`src/rtl/memory_stage.sv`:
```
// LEGv8 MEM stage: branch resolve, data-memory req/ready handshake, MEM/WB register.
// Latency 1 cycle for non-memory ops, 3+N for memory ops (N = extra wait states); stalls upstream while an access is open.
module memory_stage (
  input  logic        clk,
  input  logic        reset,
  input  logic        RegWrite_MEM,
  input  logic        Branch_MEM,
  input  logic        Uncondbranch_MEM,
  input  logic        MemRead_MEM,
  input  logic        MemWrite_MEM,
  input  logic        Mem2Reg_MEM,
  input  logic        ALUzero_MEM,
  input  logic [4:0]  RD_MEM,
  input  logic [63:0] ALUout_MEM,
  input  logic [63:0] RegOutB_MEM,
  input  logic [63:0] PCtarget_MEM,
  output logic        PCSrc_MEM,
  output logic [63:0] PCtarget_IF,
  output logic        stall_MEM,
  output logic        dmem_req,
  output logic        dmem_we,
  output logic [63:0] dmem_addr,
  output logic [63:0] dmem_wdata,
  input  logic [63:0] dmem_rdata,
  input  logic        dmem_ready,
  output logic        RegWrite_WB,
  output logic        Mem2Reg_WB,
  output logic [4:0]  RD_WB,
  output logic [63:0] ALUout_WB,
  output logic [63:0] MemData_WB
);

  typedef enum logic [1:0] {
    IDLE = 2'd0,
    BUSY = 2'd1,
    DONE = 2'd2
  } state_t;

  typedef struct packed {
    logic        reg_write;
    logic        mem2reg;
    logic [4:0]  rd;
    logic [63:0] alu_out;
    logic [63:0] mem_data;
  } wb_t;

  state_t      state;
  wb_t         wb_q;
  logic [63:0] rd_buf;
  logic        mem_op;

  assign mem_op      = MemRead_MEM | MemWrite_MEM;
  assign PCSrc_MEM   = Uncondbranch_MEM | (Branch_MEM & ALUzero_MEM);
  assign PCtarget_IF = PCtarget_MEM;

  // Stall is raised in the same cycle a memory op is first seen so EX/MEM holds it.
  assign stall_MEM = (state == BUSY) || ((state == IDLE) && mem_op);

  always_ff @(posedge clk) begin
    if (reset) begin
      state      <= IDLE;
      dmem_req   <= 1'b0;
      dmem_we    <= 1'b0;
      dmem_addr  <= 64'd0;
      dmem_wdata <= 64'd0;
      rd_buf     <= 64'd0;
      wb_q       <= '0;
    end else begin
      case (state)
        IDLE: begin
          if (mem_op) begin
            dmem_req   <= 1'b1;
            dmem_we    <= MemWrite_MEM;
            dmem_addr  <= ALUout_MEM;
            dmem_wdata <= RegOutB_MEM;
            wb_q       <= '0;
            state      <= BUSY;
          end else begin
            wb_q <= '{reg_write: RegWrite_MEM, mem2reg: Mem2Reg_MEM, rd: RD_MEM,
                      alu_out: ALUout_MEM, mem_data: 64'd0};
          end
        end
        BUSY: begin
          wb_q <= '0;
          if (dmem_ready) begin
            // A write (including read+write) never returns data to write-back.
            rd_buf   <= dmem_we ? 64'd0 : dmem_rdata;
            dmem_req <= 1'b0;
            state    <= DONE;
          end
        end
        DONE: begin
          wb_q  <= '{reg_write: RegWrite_MEM, mem2reg: Mem2Reg_MEM, rd: RD_MEM,
                     alu_out: ALUout_MEM, mem_data: rd_buf};
          state <= IDLE;
        end
        default: begin
          state <= IDLE;
        end
      endcase
    end
  end

  assign RegWrite_WB = wb_q.reg_write;
  assign Mem2Reg_WB  = wb_q.mem2reg;
  assign RD_WB       = wb_q.rd;
  assign ALUout_WB   = wb_q.alu_out;
  assign MemData_WB  = wb_q.mem_data;

endmodule

```
`config.mk`:
```
export PLATFORM = sky130hd
export DESIGN_NAME = memory_stage
export DESIGN_NICKNAME = d
export VERILOG_FILES = /design/src/rtl/memory_stage.sv
export SDC_FILE = /design/constraint.sdc
export NUM_CORES = 1
export LEC_CHECK = 0
export ABC_AREA = 1
export CAP_MARGIN = 20
export CORE_AREA = 2 2 232 234
export CTS_CLUSTER_DIAMETER = 50
export DETAILED_ROUTE_END_ITERATION = 10
export DIE_AREA = 0 0 234 236
export PLACE_DENSITY = 0.53
export SLEW_MARGIN = 20
export SYNTH_ARGS = -nofsm -noshare
export SYNTH_HDL_FRONTEND = slang
export SYNTH_SLANG_ARGS = --single-unit
```
`constraint.sdc`:
```
create_clock -name clk -period 1.7 [get_ports clk]
set_clock_uncertainty 0.15 [all_clocks]
set_input_delay 0.17 -clock clk [delete_from_list [all_inputs] [get_ports clk]]
set_output_delay 0.17 -clock clk [all_outputs]
set_load 0.01 [all_outputs]
```
After elaboration in Yosys (flattened, before gate mapping)

Cells that the tools add are included.

Register bits after elaboration: 331
Input bits: 271
Output and inout bits: 331
Logic and storage cells: 36

Equality and inequality tests: 4
Muxes and demuxes: 9
Bitwise gates (word level): 3
Reduce and logical (&&, ||, !) cells: 9

Operators by type and width:

| operator                                       | count |
|---|---|
| one-hot mux 135 bit (3 select lines)           | 1 |
| 2-to-1 mux 135 bit                             | 1 |
| 2-to-1 mux 64 bit                              | 1 |
| AND reduction 2 bit                            | 3 |
| 2-to-1 mux 2 bit                               | 2 |
| inequality test 2 bit (second input constant)  | 2 |
| one-hot mux 2 bit (2 select lines)             | 1 |
| AND reduction 3 bit                            | 1 |
| nonzero test 3 bit                             | 1 |
| == test 2 x 1 -> 1 bit (second input constant) | 1 |
| == test 2 bit (second input constant)          | 1 |
| logical NOT 2 bit                              | 1 |
| 2-to-1 mux 1 bit                               | 2 |
| bitwise OR 1 bit                               | 2 |
| one-hot mux 1 bit (2 select lines)             | 1 |
| nonzero test 2 bit                             | 1 |
| AND 1 bit                                      | 1 |
| logical AND 1 bit                              | 1 |
| logical OR 1 bit                               | 1 |

Logic depth before layout (Yosys ltp)

Gate-level depths: netlist (run 1).

Depth after elaboration: 3
Gate-level depth with buffers: 9
Gate-level depth less buffers: 8

Worst setup path after synthesis (run 1)

No wires, ideal clock.

Path kind: register to register
Start point: register state[0]
End point: register wb_q (netlist bit ALUout_WB[57])
Library setup time: 0.132 ns
Arrival time: 1.456 ns
Data required time: 1.418 ns
Path slack: -0.038 ns
Stages on the path, launching flop included: 9
Buffers on the path: 2
Period minus slack after synthesis: 1.738 ns
Path through: dfxtp_1 inv_1 ha_1 inv_1 or2_2 buf_2 buf_2 nand3b_1 a21oi_1

Word-level cells in the longest chain between the ends: 2
Elaborated cells between the ends (all ways): 5
Classes of those cells: eq/ne (2); mux (1); reduce/logical (2)

RTL lines:

| item                                                                              | line | source |
|---|---|---|
| start: declaration                                                                | 47   | `state_t state;` |
| start signal: assignment                                                          | 61   | `state <= IDLE;` |
| start signal: assignment                                                          | 77   | `state <= BUSY;` |
| start signal: assignment                                                          | 89   | `state <= DONE;` |
| == test 2 bit, or another cell as far along                                       | 69   | `case (state)` |
| one-hot mux 135 bit (3 select lines) / nonzero test 3 bit (equally long branches) | --   |  |
| end signal: assignment                                                            | 79   | `wb_q <= '{reg_write: RegWrite_MEM, mem2reg: Mem2Reg_MEM, rd: RD_MEM,` |
| end signal: assignment                                                            | 93   | `wb_q <= '{reg_write: RegWrite_MEM, mem2reg: Mem2Reg_MEM, rd: RD_MEM,` |
| end: declaration                                                                  | 48   | `wb_t wb_q;` |

Several ways; a longest one is shown, not always the timed one.
A chain may end at the register's enable or synchronous reset.

Final worst setup path (run 1)

Start point: register state[1]
End point: output port stall_MEM

Word-level cells in the longest chain between the ends: 3
Elaborated cells between the ends (all ways): 4
Classes of those cells: eq/ne (1); reduce/logical (3)

RTL lines:

| item               | line | source |
|---|---|---|
| logical NOT 2 bit  | 57   | `assign stall_MEM = (state == BUSY) \|\| ((state == IDLE) && mem_op);` |
| logical AND 1 bit  | 57   |  |
| logical OR 1 bit * | 57   |  |
| end: declaration   | 19   | `output logic stall_MEM,` |

Every way passes the cells marked *; elsewhere a longest branch is shown, timed or not.

==> results.md, run 1 <==
- Setup_tns: -1920 ps
- Die ar.: 55200 um2
- Switch Pwr: 10.0 mW
- Power density over cell area: 1440 nW/um2
- Area Growth Syn to Fin: 60.2%
- Period utilization: 105%
- Iter 0 DRT Violations: 675
- Worst Tran Pin Value: 802 ps
- GRT Util Overall: 17.8%
- Min-Delay Path Depth: 3
- Grt ovf: 0
- DIE WIDTH: 234 um
- Vias: 12700
- GR Layer Usage met1: 21.1%
- Gp weighted congestion: 0.786
- First-pass GRT wire length: 75600 um
- Cell Rows: 85
- Asr flop ratio synth: 0%
- Most frequent cells in the layout: 329 x dfxtp_1, 282 x nor2_1, 263 x dlygate4sd2_1
- Initial DRT Pass Iterations: 6
- CP Class: reg -> out
- Ys flop type: dfxtp_1
- Number of library cell types mapped by synthesis: 24
- Sequential fraction of the synthesis area: 52.0%
- Max Cap Viol: 0
- M2 GR Usage: 30.1%
- Pin count of the biggest net entering global routing: 136
- Hpwl dp: 33500 um
- Switching Fraction: 34.1%
- TritonCTS Sinks: 331
- Status: finished, violations left
- Core area: 53100 um2
- H-tree Lvls: 2
- Clk_lat worst skew: 550 ps
- CTS Buffer Depth: 3
- Initial core utilization: 24.0%
- Gate power share: 34.2%
- Startpoint Class: flop
- Clock share of power: 32.9%
- CP Capture Type: primary output
- WL/cell: 18.7 um
- R2R depth: 10
- Clock-pin slew on the worst setup and hold paths: 60 ps
- Vias per Instance: 4.59
- Final worst setup slack: -80.2 ps
- Post-DRT Antenna Nets: 0
- CP Data Arrival Time: 1460 ps
- CTS tree: yes
- Cells after Synth: 1627
- Antenna cells: 0
- FMAX: 562 MHz
- Max_slew headroom: 46.6%
- Met3 Resource Use GR: 4.59%
- Crit Path Max Fanout: 3
- RSZ-0062 raised after global routing: yes
- Syn Std Cell Area: 12700 um2
- Failing checks: setup timing
- Leakage power: 8.84 nW
- GRT busiest layer: met2
- Final WL: 52000 um
- Critical Path RT: 1380 ps
- Pins over their slew limit: 0
- Vias in the first global route: 12600
- Power consumption: 29.4 mW
- Placed Cells: 2658
- Final Hold Fails: 0
- Commonest non-fill, non-tap cell in the layout: dfxtp_1
- Non-filler cells, final: 2771
- Worst Hold Class: in -> reg
- Initial antenna violation count: 2
- CTS root buf: clkbuf_16
- Synth Warn #: 0
- # DRC: 0
- EDFF count, synth: 0
- Yosys reg bits: 331
- Top Ports: 602
- Nets: 2317
- PortBufs: 473
- Min Tclk post-route: 1780 ps
- Final setup viols: 49
- Avg Inst Size Synth: 7.83 um2
- Sequential share of power: 32.9%
- Die height: 236 um
- Int Pwr: 19.4 mW
- Syn_nets: 1904
- Place WS: -159 ps
- Final core utilization: 38.5%
- Share of cells above drive strength 1: 13.5%
- Peak supply drop: 0.755 mV
- CTS buffer count: 45
sequential cells by signal (all words and copies together), names as in the netlist:
| register | flops |
|---|---|
| Mem2Reg_WB | 1 |
| dmem_addr | 64 |
| dmem_wdata | 64 |
| RD_WB | 5 |
| dmem_we | 1 |
| MemData_WB | 64 |
| state | 2 |
| dmem_req | 1 |
| RegWrite_WB | 1 |
| ALUout_WB | 64 |
| rd_buf | 64 |
stage by stage:
| step | hold slack [ps] | area [um2] |
|---|---|---|
| 2_1_floorplan | 155 | 12700 |
| 3_3_place_gp | 190 | 18000 |
| 3_5_place_dp | 190 | 18000 |
| 4_1_cts | 0.628 | 20000 |
| 5_1_grt | 23.7 | 20400 |
| 6_report | 43.8 | 20400 |
synthesized netlist by cell type, types with 6 or more instances:
| cell type | n | area (um2) |
|---|---|---|
| dfxtp_1 | 331 | 6630 |
| nor2_1 | 284 | 1070 |
| a21oi_1 | 242 | 1210 |
| o21ai_0 | 179 | 896 |
| nand2_1 | 171 | 642 |
| nand3_1 | 108 | 541 |
| clkbuf_1 | 72 | 270 |
| buf_4 | 68 | 510 |
| inv_1 | 52 | 195 |
| buf_2 | 36 | 180 |
| nand3b_1 | 28 | 210 |
| o21ai_1 | 16 | 80.1 |
| buf_6 | 10 | 113 |
| buf_1 | 7 | 26.3 |
| ha_1 | 6 | 75.1 |
worst max-delay path, cell delays in order (launching register included):
cell and delay [ps]:
dfxtp_2 340, inv_4 40, buf_6 120, ha_4 160, inv_4 50, nand2_1 50
buf_2 140
cells by family after synthesis:
| kind of cell | synth area share, % |
|---|---|
| buffers and inverters | 10.6 |
| DFF | 52.0 |
| adders and majority gates | 0.589 |
| and+or+nand+nor | 19.5 |
| AOI/OAI and AO/OA | 17.3 |
per-layer routing:
metal | wire length, um | vias to the layer above
met4 | 2230 | 4
met5 | 23 | -
met2 | 25000 | 436
li1 | - | 6135
met1 | 21200 | 6006
met3 | 3500 | 139
power groups by stage:
| stage | clock, mW | sequential [mW] | combinational, mW |
|---|---|---|---|
| floorplan | 0 | 10.3 | 3.53 |
| global placement | 0 | 9.84 | 8.58 |
| detailed placement | 0 | 9.86 | 8.63 |
| CTS | 9.93 | 9.68 | 9.86 |
| global route | 10.2 | 9.83 | 10.9 |
| finish | 9.68 | 9.69 | 10.1 |
layout make-up:
cell class | count | area, um2
clock inverter | 23 | 258
timing repair buffer | 565 | 5790
multi-input combinational | 1040 | 5340
sequential | 331 | 6630
inverter | 57 | 236
tap | 696 | 871
fill | 5461 | 32700
clock buffer | 59 | 1290
path summary, 6_finish.rpt:
kind / startpoint / end / slack [ps]
setup reg to reg: state[0] / ALUout_WB[6] / -80
hold / removal: RegOutB_MEM[5] / dmem_wdata[5] / 40
setup / recovery: state[1] / stall_MEM / -80
hold reg to reg: ALUout_WB[43] / ALUout_WB[43] / 310
repair_timing:
action	in CTS	in global routing
gates cloned	12	4
setup buffers	12	4
setup endpoints to repair	462	283
hold endpoints to repair	88	0
hold buffers	6	0
pin swaps	13	23
gates resized for setup	341	135
Power figures use the tool's default switching activity.
==> run 2: changes to the inputs <==
--- a/config.mk
+++ b/config.mk
@@ -7,11 +7,11 @@
 export LEC_CHECK = 0
 export ABC_AREA = 1
 export CAP_MARGIN = 20
-export CORE_AREA = 2 2 232 234
+export CORE_AREA = 2 2 234 236
 export CTS_CLUSTER_DIAMETER = 50
 export DETAILED_ROUTE_END_ITERATION = 10
-export DIE_AREA = 0 0 234 236
-export PLACE_DENSITY = 0.53
+export DIE_AREA = 0 0 236 238
+export PLACE_DENSITY = 0.5
 export SLEW_MARGIN = 20
 export SYNTH_ARGS = -nofsm -noshare
 export SYNTH_HDL_FRONTEND = slang
==> constraint.sdc (replaced) <==
create_clock -name clk -period 1.9 [get_ports clk]
set_clock_uncertainty 0.15 [all_clocks]
set_input_delay 0.19 -clock clk [delete_from_list [all_inputs] [get_ports clk]]
set_output_delay 0.19 -clock clk [all_outputs]
set_load 0.01 [all_outputs]
==> run 2 against run 1 <==
  * The flow now finishes without violations
  * Worst setup slack better by 130 ps
  * Utilization down 2.1 points
  * Hold slack better by 6.8 ps
  * Sequential power down 10%
  * First-iteration DRC count up 0.15%
  * Highest routed layer unchanged
  * Largest cell class unchanged
  * Final area down 4.6%
  * Non-clock buffer count down 27
==> results.md, run 2 (synthesis results as in run 1) <==
- Iter 0 DRT Violations: 676 (+0.15%)
- Vias in the first global route: 12200 (-2.9%)
- Crit-path max cell delay: 570 ps (+230 ps)
- Final core utilization: 36.4% (-2.1 points)
- Non-filler cells, final: 2742 (-1.0%)
- Grt ovf: 0 (unchanged)
- RSZ-0062 raised after global routing: yes
- Leakage power: 7.51 nW (-15%)
- WL/cell: 17.9 um (-4.7%)
- Core area: 53500 um2 (+0.80%)
- Post-DP Area: 18000 um2 (-0.33%)
- H-tree Lvls: 2 (unchanged)
- Post-DRT Antenna Nets: 0 (unchanged)
- Max stage delay cell, worst path: clkdlybuf4s50_1
- Pins over their slew limit: 0 (unchanged)
- Final instance area: 19500 um2 (-4.6%)
- Nets: 2291 (-1.1%)
- TritonCTS Sinks: 331 (unchanged)
- Hpwl dp: 34400 um (+2.9%)
- CTS root buf: clkbuf_16
- Final WL: 49000 um (-5.7%)
- Met3 Resource Use GR: 5.80% (+1.2 points)
- Status: complete, no violations
- CP Capture Type: primary output
- Initial core utilization: 23.8% (-0.19 points)
- Register area: 6630 um2 (unchanged)
- GR Layer Usage met1: 19.2% (-1.9 points)
- Max_slew headroom: 72.4% (+26 points)
- Pin count of the biggest net entering global routing: 90 (-34%)
- PortBufs: 473 (unchanged)
- Top Ports: 602 (unchanged)
- Peak supply drop: 0.718 mV (-4.9%)
- Area Growth Syn to Fin: 52.9%
- Vias per Instance: 4.48 (-2.4%)
- GRT Util Overall: 16.9% (-0.94 points)
- CTS Buffer Depth: 3 (unchanged)
- Share of cells above drive strength 1: 7.78% (-5.8 points)
- CTS buffer count: 46 (+2.2%)
- Startpoint Class: flop
- Initial DRT Pass Iterations: 4 (-2)
- GRT busiest layer: met2
- Die ar.: 56200 um2 (+1.7%)
- Largest delay contributor family on the critical path: buffers and inverters
- # fillers: 5518 (+1.0%)
- Critical Path RT: 1560 ps (+180 ps)
- Cell Rows: 85 (unchanged)
- Clk_lat worst skew: 560 ps (about the same)
- Commonest non-fill, non-tap cell in the layout: clkdlybuf4s50_1
- Final setup viols: 0 (-100%)
- Clock-pin slew on the worst setup and hold paths: 60 ps (about the same)
- Placed Cells: 2660 (+0.075%)
- Power consumption: 24.7 mW (-16%)
- Worst Hold Class: in -> reg
- First-pass GRT wire length: 73900 um (-2.3%)
- Initial antenna violation count: 5 (+3)
- Worst Tran Pin Value: 413 ps (-388 ps)
- M2 GR Usage: 28.6% (-1.4 points)
- Buf/Inv on CP: 1 (-3)
- Max Cap Viol: 0 (unchanged)
- Min Tclk post-route: 1850 ps
- Die height: 238 um (+0.85%)
- Vias: 12300 (-3.4%)
- Final Hold Fails: 0 (unchanged)
- Most frequent cells in the layout: 455 x clkdlybuf4s50_1, 329 x dfxtp_1, 284 x nor2_1
- CP Data Arrival Time: 1510 ps (+50 ps)
- Crit Path Max Fanout: 2 (-1)
- Area of the multi-input gates: 4820 um2 (-9.8%)
- Worst hold slack: 50.6 ps (+6.79 ps)
- Worst-path cell chain: clkdlybuf4s50_1
- FMAX: 541 MHz
- DIE WIDTH: 236 um (+0.85%)
- Period utilization: 97.3%
- CTS tree: yes
- # DRC: 0 (unchanged)
- Power density over cell area: 1270 nW/um2 (-12%)
- CP Class: reg -> out
- Gp weighted congestion: 0.812 (+3.3%)
==> run 2: per-layer routing <==
| layer | part of all wire (%) | up-vias | wire [um] |
|---|---|---|---|
| met2 | 48 | 392 | 23500 |
| met4 | 3.5 | 6 | 1700 |
| met1 | 40 | 5718 | 19800 |
| met5 | 0.098 | - | 48 |
| li1 | - | 6059 | - |
| met3 | 8.1 | 115 | 3980 |
==> run 2: final cells by class <==
type                    instances  share of cell area, %
multi-input cells            1040                   24.7
inverters                      57                   1.11
repair buffers                538                   28.1
clock buffers                  58                   6.45
well taps                     696                   4.47
clock inverters                21                   1.14
flip-flops and latches        331                   34.0
diodes                          1                 0.0128
==> run 2: worst paths after layout <==
kind | endpoint | cells past startpoint | from | slack (ps)
worst min register to register | ALUout_WB[13] | 2 | ALUout_WB[13] | 310
worst max register to register | rd_buf[50] | 7 | state[1] | 170
worst min-delay path | rd_buf[16] | 3 | dmem_rdata[16] | 50
worst max-delay path | dmem_wdata[32] | 1 | dmem_wdata[32] | 50
==> run 2: through the flow <==
stage | setup TNS [ps] | setup slack, ps
global route | -12.2 | -12.2
detailed placement | -1710 | -80.1
global placement | -1050 | -70.6
CTS | -17.9 | -17.9
floorplan | 0 | 162
finish | 0 | 51.6
==> run 2: power breakdown <==
| group | total, mW | leakage (nW) | switching (mW) | internal, mW |
|---|---|---|---|---|
| Clock | 8.44 | 0.733 | 3.32 | 5.12 |
| Combinational | 7.60 | 4.06 | 4.08 | 3.52 |
| Sequential | 8.69 | 2.71 | 0.582 | 8.10 |
==> run 2: what timing repair did <==
item	CTS	global route
cloned	0	0
gates resized for setup	24	8
pin swaps	0	2
setup buffers	0	1
hold buffers	1	0
endpoints found under the hold margin	5	0
endpoints found under the setup margin	13	9
==> run 3: changes to the inputs <==
==> constraint.sdc (replaced) <==
create_clock -name clk -period 1.8 [get_ports clk]
set_clock_uncertainty 0.15 [all_clocks]
set_input_delay 0.18 -clock clk [delete_from_list [all_inputs] [get_ports clk]]
set_output_delay 0.18 -clock clk [all_outputs]
set_load 0.01 [all_outputs]
==> run 3 against run 2 <==
  * The run now ends with setup timing left
  * Sequential power rose by 4.9%
  * Clock power is 7.9% higher
  * Critical path depth rose by 5
  * Utilization increased by 0.44 points
  * Routed wire length rose by 1.8%
  * Register-to-register slack got worse by 170 ps
  * Combinational power is 7.5% higher
  * Final cell count up 0.88%
  * Final area grew 1.2%
  * Worst setup slack got worse by 68 ps
  * Via count grew 1.2%
  * Die area did not move
  * Highest routed layer unchanged
==> results.md, run 3 (synthesis results as in run 1) <==
- Worst-path cell chain: inv_2, buf_4, ha_4, inv_2, nand2_2, buf_6
- Worst setup path start: state[1]
- Crit path capture: stall_MEM
- CTS root buf: clkbuf_16
- Commonest non-fill, non-tap cell in the layout: dfxtp_1
- Clk_lat worst skew: 570 ps (about the same)
- # DRC: 0 (unchanged)
- Period utilization: 101%
- Min Tclk post-route: 1820 ps
- Initial core utilization: 23.8% (unchanged)
- Worst R2R Setup Slack: 0 ps (-170 ps)
- Failing checks: setup timing
- Power consumption: 26.4 mW (+6.8%)
- FMAX: 551 MHz
- Iter 0 DRT Violations: 692 (+2.4%)
- PortBufs: 473 (unchanged)
- RSZ-0062 raised after global routing: yes
- Gp weighted congestion: 0.810 (-0.18%)
- Leakage power: 8.86 nW (+18%)
- WL/cell: 18.0 um (+0.88%)
- Status: finished, violations left
- Placed Cells: 2668 (+0.30%)
- CP Capture Type: primary output
- Pins over their slew limit: 0 (unchanged)
- CP Class: reg -> out
- Post-DRT Antenna Nets: 0 (unchanged)
- Most frequent cells in the layout: 329 x dfxtp_1, 284 x nor2_1, 241 x dlygate4sd2_1
- Clock-pin slew on the worst setup and hold paths: 60 ps (about the same)
- DIE WIDTH: 236 um (unchanged)
- Vias: 12400 (+1.2%)
- Worst Hold Class: in -> reg
- Crit-path max cell delay: 330 ps (-240 ps)
- Area Growth Syn to Fin: 54.7%
- Cell Rows: 85 (unchanged)
- Initial antenna violation count: 4 (-1)
- R2R Path Start: state[0]
- Largest delay contributor family on the critical path: buffers and inverters
- Non-filler cells, final: 2766 (+0.88%)
- First-pass GRT wire length: 74200 um (+0.41%)
- Power density over cell area: 1340 nW/um2 (+5.5%)
- Max_slew headroom: 63.1% (-9.4 points)
- Nets: 2311 (+0.87%)
- CTS tree: yes
- H-tree Lvls: 2 (unchanged)
- CTS Buffer Depth: 3 (unchanged)
- Buf/Inv on CP: 4 (+3)
- Place WS: -190 ps (-110 ps)
- Worst Tran Pin Value: 554 ps (+140 ps)
- Startpoint Class: flop
- CP Data Arrival Time: 1490 ps (-20 ps)
- Final instance area: 19700 um2 (+1.2%)
- Max stage delay cell, worst path: dfxtp_2
- Die height: 238 um (unchanged)
- Hpwl dp: 34200 um (-0.72%)
- Vias in the first global route: 12200 (-0.17%)
- Share of cells above drive strength 1: 9.23% (+1.5 points)
- Final WL: 49900 um (+1.8%)
- Top Ports: 602 (unchanged)
- Pin count of the biggest net entering global routing: 91 (+1.1%)
- # fillers: 5604 (+1.6%)
- Final worst setup slack: -16.2 ps (-67.8 ps)
- Vias per Instance: 4.50 (+0.33%)
- GRT Util Overall: 16.9% (+0.032 points)
- Grt ovf: 0 (unchanged)
- Die ar.: 56200 um2 (unchanged)
- Crit Path Max Fanout: 3 (+1)
- Initial DRT Pass Iterations: 5 (+1)
- R2R depth: 9 (+2)
- Most used cell, CP: inv_2
- TritonCTS Sinks: 331 (unchanged)
- WP depth: 6 (+5)
- Post-DP Area: 18100 um2 (+0.61%)
- R2r endpoint: ALUout_WB[24]
- Final setup viols: 1 (+1)
- CTS buffer count: 45 (-2.2%)
- Core area: 53500 um2 (unchanged)
- Peak supply drop: 0.821 mV (+14%)
- Max Cap Viol: 0 (unchanged)
- Critical Path RT: 1470 ps (-90 ps)
- Final Hold Fails: 0 (unchanged)
[run 3: how the worst min path moves through the flow]
stage | startpoint | endpoint | slack [ps] | cells after the start
after global placement | PCtarget_MEM[11] | PCtarget_IF[11] | 210 | 0
after CTS | dmem_rdata[8] | rd_buf[8] | 2 | 3
after floorplan | ALUout_MEM[39] | dmem_addr[39] | 160 | 2
after global routing | dmem_rdata[18] | rd_buf[18] | 20 | 3
after detailed placement | PCtarget_MEM[11] | PCtarget_IF[11] | 210 | 0
final | dmem_rdata[54] | rd_buf[54] | 40 | 3
[run 3: stage by stage]
stage	hold slack (ps)	TNS, ps	utilization (%)
detailed placement	210	-15430	33.8
global placement	210	-10830	33.8
floorplan	165	0	-
CTS	1.74	-1690	36.4
global route	17.3	-1330	36.9
finish	37.4	-16.2	36.9
[run 3: cell type report]
cell class                      instances  area, um2  area share (%)
Antenna cell                            1       2.50          0.0127
Multi-Input combinational cell       1040       4900            24.9
Tap cell                              696        871            4.42
Inverter                               57        219            1.11
Sequential cell                       331       6630            33.6
Clock buffer                           63       1320            6.67
Timing Repair Buffer                  559       5560            28.2
Clock inverter                         19        224            1.14
[run 3: report_power, final]
group          internal [mW]  switching (mW)
Combinational           3.61            4.56
Sequential              8.55           0.570
Clock                   5.57            3.55
[run 3: repair_timing]
| item | CTS | global route |
|---|---|---|
| resized for setup | 247 | 55 |
| setup buffers | 1 | 2 |
| hold buffers | 8 | 0 |
| setup endpoints to repair | 287 | 232 |
| cloned | 2 | 2 |
| hold endpoints to repair | 43 | 0 |
| pin swaps | 0 | 6 |
[run 3: worst reg2reg max path, cell delays in order (launching register included)]
cell	delay [ps]
dfxtp_2	330
inv_2	50
ha_4	270
inv_4	40
or2_4	290
buf_12	170
buf_12	150
buf_8	130
nand3_2	60
a21oi_2	50
[run 3: layer usage]
metal  share of wire [%]  wire length (um)  vias to the layer above  global-route usage, %
met5               0.086                43                        -                      0
met4                 4.0              2000                        6                   7.60
met3                 8.3              4120                      137                   6.07
met2                  47             23700                      404                   28.1
met1                  40             20100                     5776                   19.5
li1                    -                 -                     6116                      -
